File: src/rtl/pipe_stage_chain.sv
// Parametrised pipeline register chain with valid/ready backpressure and bubble collapsing.
// Define PIPE_STAGE_CHAIN_SKID_EN to add a registered-ready skid slot ahead of slot 0.
module pipe_stage_chain #(
   parameter int WIDTH = 32,
   parameter int DEPTH = 1,
   parameter int OCC_W = $clog2(DEPTH+2)
) (
   input  logic             clk,
   input  logic             rst,
   input  logic             in_valid,
   output logic             in_ready,
   input  logic [WIDTH-1:0] in_data,
   input  logic             flush,
   output logic             out_valid,
   input  logic             out_ready,
   output logic [WIDTH-1:0] out_data,
   output logic [OCC_W-1:0] occupancy
);

   logic [DEPTH-1:0] vld;
   logic [DEPTH-1:0] adv;
   logic [WIDTH-1:0] dat [DEPTH];
   logic             src_vld;
   logic [WIDTH-1:0] src_dat;
   logic             push;
   logic             pop;

   // A slot loads when it is empty or its own beat moves on.
   always_comb begin
      logic run;
      adv = '0;
      run = out_ready | ~vld[DEPTH-1];
      adv[DEPTH-1] = run;
      for (int k = DEPTH-2; k >= 0; k--) begin
         run = run | ~vld[k];
         adv[k] = run;
      end
   end

`ifdef PIPE_STAGE_CHAIN_SKID_EN
   logic             skid_vld;
   logic [WIDTH-1:0] skid_dat;

   assign in_ready = ~skid_vld & ~flush;
   assign src_vld  = skid_vld | in_valid;
   assign src_dat  = skid_vld ? skid_dat : in_data;

   // A parked beat always drains before new input is taken.
   always_ff @(posedge clk) begin
      if (rst) begin
         skid_vld <= 1'b0;
         skid_dat <= '0;
      end else if (flush) begin
         skid_vld <= 1'b0;
      end else if (skid_vld) begin
         if (adv[0]) skid_vld <= 1'b0;
      end else if (in_valid && !adv[0]) begin
         skid_vld <= 1'b1;
         skid_dat <= in_data;
      end
   end
`else
   assign in_ready = adv[0] & ~flush;
   assign src_vld  = in_valid;
   assign src_dat  = in_data;
`endif

   assign out_valid = vld[DEPTH-1] & ~flush;
   assign out_data  = dat[DEPTH-1];
   assign push      = in_valid & in_ready;
   assign pop       = out_valid & out_ready;

   always_ff @(posedge clk) begin
      if (rst) begin
         vld <= '0;
         for (int k = 0; k < DEPTH; k++) dat[k] <= '0;
      end else if (flush) begin
         vld <= '0;
      end else begin
         if (adv[0]) begin
            vld[0] <= src_vld;
            if (src_vld) dat[0] <= src_dat;
         end
         for (int k = 1; k < DEPTH; k++) begin
            if (adv[k]) begin
               vld[k] <= vld[k-1];
               if (vld[k-1]) dat[k] <= dat[k-1];
            end
         end
      end
   end

   always_ff @(posedge clk) begin
      if (rst || flush) begin
         occupancy <= '0;
      end else if (push && !pop) begin
         occupancy <= occupancy + OCC_W'(1);
      end else if (pop && !push) begin
         occupancy <= occupancy - OCC_W'(1);
      end
   end

endmodule

File: config.mk
export PLATFORM = sky130hd
export DESIGN_NAME = pipe_stage_chain
export DESIGN_NICKNAME = d
export VERILOG_FILES = /design/src/rtl/pipe_stage_chain.sv
export SDC_FILE = /design/constraint.sdc
export NUM_CORES = 1
export LEC_CHECK = 0
export ABC_AREA = 1
export BUFFER_PORTS_ARGS = -buffer_cell sky130_fd_sc_hd__buf_2
export CORE_UTILIZATION = 38
export DETAILED_ROUTE_END_ITERATION = 12
export PLACE_DENSITY_LB_ADDON = 0.05
export SLEW_MARGIN = 15
export SYNTH_ARGS = -nofsm -noshare
export SYNTH_HDL_FRONTEND = slang
export SYNTH_SLANG_ARGS = --single-unit
export TNS_END_PERCENT = 20
File: constraint.sdc
create_clock -name clk -period 1.9 [get_ports clk]
set_clock_uncertainty 0.05 [all_clocks]
set_input_delay 0.095 -clock clk [delete_from_list [all_inputs] [get_ports clk]]
set_output_delay 0.095 -clock clk [all_outputs]
set_load 0.005 [all_outputs]
==> results_tabular.tex <==
\begin{tabular}{lr}
\hline
Metric & Value \\
\hline
\multicolumn{2}{l}{\textbf{Run status}} \\
Run status & complete, no violations \\
\multicolumn{2}{l}{\textbf{Min path}} \\
Hold endpoint & dat[0][11]\$\_SDFFCE\_PN0P\_ \\
Type of the worst min-delay path & primary input to flip-flop \\
WHS Path Cells & 3 \\
Worst Hold Launch & in\_data[11] \\
\multicolumn{2}{l}{\textbf{Synthesis}} \\
Post-Syn Area per Cell & approximately 12 sq um \\
Top post-synthesis cells by area & sky130\_fd\_sc\_hd\_\_edfxtp\_1 63\%, sky130\_fd\_sc\_hd\_\_nor2\_2 11\%, sky130\_fd\_sc\_hd\_\_inv\_1 10\%, sky130\_fd\_sc\_hd\_\_dfxtp\_1 3.9\%, sky130\_fd\_sc\_hd\_\_buf\_6 2.2\% \\
Most instantiated library cell after synthesis & sky130\_fd\_sc\_hd\_\_inv\_1 \\
Post-synth top cells & 41 x sky130\_fd\_sc\_hd\_\_inv\_1, 32 x sky130\_fd\_sc\_hd\_\_edfxtp\_1, 27 x sky130\_fd\_sc\_hd\_\_nor2\_2, 7 x sky130\_fd\_sc\_hd\_\_nand2\_1, 5 x sky130\_fd\_sc\_hd\_\_nor2\_1 \\
Distinct cell type count after synthesis & 16 \\
Main combinational cell family by area after synthesis & simple AND/OR/NAND/NOR gates \\
Number of synthesis warnings & 0 \\
Nets in the synthesized netlist & 168 \\
Fraction of the mapped netlist area in compound gates & roughly 2.0\% \\
Multiplexer share of the synthesized area & 0\% \\
Seq cells post-synth & 35 \\
XOR/XNOR share of the synthesized area & 0\% \\
Post-synthesis share of cell area spent on full adders, half adders and majority gates & less than 1\% \\
Post-Synth Simple-Gate Area & a little under a fifth \\
Post-Synthesis Cell Area & around 0.0015 sq mm \\
Share of Yosys cell area claimed by the top area cell type & $\sim$63\% \\
Largest area contributor in the netlist & sky130\_fd\_sc\_hd\_\_edfxtp\_1 \\
Number of flops mapped to enable cells by yosys & 32 \\
Synth Flop Type & sky130\_fd\_sc\_hd\_\_edfxtp\_1 \\
FFs w/ async S/R, synth & 0\% \\
Proportion of synthesized chip area in sequential cells & about two thirds \\
Cells after synthesis & 130 \\
\multicolumn{2}{l}{\textbf{Route}} \\
DR DRC count & 0 \\
Vias per std cell & $\sim$4.2 \\
DRT antenna net count & 0 \\
Via total after detailed routing & 1103 \\
DRT Pass-1 Iters & 4 \\
DRC violation total after the first TritonRoute iteration & between 70 and 80 \\
Overall routed net length & between 2000 and 3000 um \\
Routed len/inst & approximately 11 um \\
\multicolumn{2}{l}{\textbf{Clocking}} \\
Clk Latency, worst-skew pair & approximately 280 ps \\
Clock tree from TritonCTS & done \\
H-tree depth & 2 \\
CTS buffer count & 5 \\
CTS root buf & sky130\_fd\_sc\_hd\_\_clkbuf\_8 \\
Clock slew at reported path FFs & 60 ps \\
Number of cells upsized or downsized after cts & 0 \\
Number of buffers on the longest clock path & 2 \\
Post-CTS Setup Repair Bufs & 0 \\
TritonCTS sink count & 35 \\
\multicolumn{2}{l}{\textbf{Power and ir drop}} \\
Leakage power total & between 1 and 1.5 nW \\
Power density normalized to cell area & between 700 and 800 mW/mm\^{}2 \\
Power share of the sequential group & between 50 and 60\% \\
Net switching power & 0.358 mW \\
Maximum vdd ir drop & $\sim$400 uV \\
Portion of total power attributed to combinational logic & 11.2\% \\
Switching part of the total & between 20\% and 30\% \\
Clock share of power & 32.0\% \\
Internal & about 1.2 mW \\
\multicolumn{2}{l}{\textbf{Worst setup path}} \\
Endpoint of the worst-slack reg-to-reg timing path & dat[0][5]\$\_SDFFCE\_PN0P\_ \\
Classification of the worst setup path & primary input to flip-flop \\
Crit path launch type & primary input \\
Flop2flop setup slack & $\sim$450 ps \\
Capturing element type of the critical path & flip-flop \\
Crit path DAT & 1490 ps \\
Required time of the worst setup path & 1880 ps \\
Reg2reg path depth & 4 \\
Maximum fanout count along the critical path & 17 \\
R2r startpoint & vld\$\_SDFFE\_PP0N\_ \\
\multicolumn{2}{l}{\textbf{Floorplanning}} \\
Number of core rows & 22 \\
Die height & 65.5 um \\
Full die area & about 0.0043 sq mm \\
Initial core utilization & about 41\% \\
Number of top-level pins & 73 \\
Horiz. Die Dim & between 60 and 70 um \\
Core outline area & approximately 0.0038 sq mm \\
\multicolumn{2}{l}{\textbf{Layout}} \\
Fraction of layout cells with a size suffix above 1 & about 53\% \\
Multi-input combinational cell area & about 330 sq um \\
Net count, final & between 200 and 250 \\
Antenna Cells & 0 \\
FILL cells & around 350 \\
Area growth from synthesis to layout & 33.3\% \\
Storage cell area & between 0.001 and 0.0015 sq mm \\
\multicolumn{2}{l}{\textbf{Place}} \\
Hpwl dp & roughly 2100 um \\
Global placer's final weighted congestion & 0.614 \\
Port Buf Inserts & 72 \\
\multicolumn{2}{l}{\textbf{Timing}} \\
Number of hold violations in the final report & 0 \\
Number of max-slew violations in the final report & 0 \\
Setup\_tns & 0 ps \\
Final Hold Slack & just over 60 ps \\
Slew at the pin closest to its max-slew limit & around 300 ps \\
Post-layout min period & approximately 1500 ps \\
Max Clk Rate & around 660 MHz \\
Count of endpoints failing setup in the final report & 0 \\
Worst max-slew margin expressed relative to the limit & between 70\% and 80\% \\
Final period util & 79.5\% \\
RSZ-0062 raised after global routing & false \\
\multicolumn{2}{l}{\textbf{GRT}} \\
Overflow left after global routing & 0 \\
Global-route total usage across every layer & around 15\% \\
Pin count of the biggest net entering global routing & 19 \\
Vias in the first global route & 1134 \\
First-pass GRT wire length & $\sim$4700 um \\
Antenna violations before repair & 0 \\
\multicolumn{2}{l}{\textbf{Run}} \\
Max Cap Viol & 0 \\
\hline
\end{tabular}
[layout make-up]
type / instances / area share (%)
clock buffer: 7 / 3.73
tap: 48 / 2.94
timing repair buffer: 77 / 19.7
multi-input combinational: 51 / 15.9
inverter: 41 / 7.53
sequential: 35 / 49.9
clock inverter: 1 / 0.245
[through the flow]
step           setup slack (ps)  util (%)  total power [mW]  cells  instance area, sq um
6_report                    390      54.2              1.58    260                  2040
5_1_grt                     312      54.2              1.66    260                  2040
4_1_cts                     380      54.2              1.61    260                  2040
3_5_place_dp                439      51.5              1.09    250                  1940
3_3_place_gp                507      51.5              1.09    250                  1940
2_1_floorplan               143         -             0.999    130                  1530
[per-layer routing]
| metal | up-vias | global-route usage [%] | share of wire [%] |
|---|---|---|---|
| li1 | 552 | - | - |
| met1 | 495 | 15.3 | 37 |
| met2 | 48 | 25.8 | 51 |
| met3 | 8 | 5.73 | 9.4 |
| met4 | 0 | 9.24 | 2.7 |
| met5 | - | 0 | 0 |
[sequential cells by signal, summed over array words and instances (netlist names)]
signal / flops
occupancy: 2
dat: 32
vld: 1
[cells in the final DEF (no fill, tap or decap)]
master | Yosys | routed
sky130_fd_sc_hd__clkbuf_8 | 0 | 5
sky130_fd_sc_hd__o21ai_0 | 1 | 1
sky130_fd_sc_hd__dlygate4sd3_1 | 0 | 2
sky130_fd_sc_hd__clkbuf_1 | 0 | 2
sky130_fd_sc_hd__nor3_1 | 1 | 1
sky130_fd_sc_hd__buf_2 | 0 | 72
sky130_fd_sc_hd__nand2_1 | 7 | 7
sky130_fd_sc_hd__edfxtp_1 | 32 | 32
sky130_fd_sc_hd__ha_1 | 1 | 1
sky130_fd_sc_hd__nor2_1 | 5 | 5
sky130_fd_sc_hd__nand3_4 | 1 | 1
sky130_fd_sc_hd__a21oi_1 | 2 | 2
sky130_fd_sc_hd__clkinv_2 | 0 | 1
sky130_fd_sc_hd__nand3_1 | 1 | 1
sky130_fd_sc_hd__a21oi_4 | 1 | 1
sky130_fd_sc_hd__nor2_4 | 3 | 3
sky130_fd_sc_hd__dfxtp_1 | 3 | 3
sky130_fd_sc_hd__buf_4 | 0 | 3
sky130_fd_sc_hd__nand4_1 | 1 | 1
sky130_fd_sc_hd__inv_1 | 41 | 41
sky130_fd_sc_hd__nor2_2 | 27 | 27
[power by group through the flow]
stage	Clock [mW]	Sequential [mW]	Combinational, mW
after floorplan	0	0.923	0.0760
after global placement	0	0.915	0.172
after detailed placement	0	0.916	0.177
after CTS	0.525	0.900	0.181
after global routing	0.556	0.903	0.200
final	0.506	0.899	0.177
[cell families (layout without fill, tap and decap cells)]
group	after synthesis	in the layout
simple gates	46	46
buf+inv	44	126
flops	35	35
compound gates	4	4
fa+ha+maj	1	1
[worst max-delay path, stage by stage]
cell and delay (ps):
sky130_fd_sc_hd__dlygate4sd3_1 520, sky130_fd_sc_hd__buf_2 120, sky130_fd_sc_hd__inv_1 70, sky130_fd_sc_hd__nand3_4 260, sky130_fd_sc_hd__buf_4 350, sky130_fd_sc_hd__nor2_2 60
[how the worst max path moves through the flow]
stage                                start                        to  slack [ps]  cells after the start
after floorplan           vld$_SDFFE_PP0N_   dat[0][0]$_SDFFCE_PN0P_         140                      3
after global placement    vld$_SDFFE_PP0N_  dat[0][30]$_SDFFCE_PN0P_         510                      4
after detailed placement  vld$_SDFFE_PP0N_   dat[0][5]$_SDFFCE_PN0P_         440                      4
after CTS                              rst   dat[0][5]$_SDFFCE_PN0P_         380                      6
after global routing                   rst   dat[0][5]$_SDFFCE_PN0P_         310                      6
final                                  rst   dat[0][5]$_SDFFCE_PN0P_         390                      6
[repair_timing]
item	4_1_cts	5_1_grt
endpoints found under the hold margin	1	0
hold buffers	2	0
setup endpoints to repair	0	0
No activity file was read; power rests on OpenSTA's default activity.
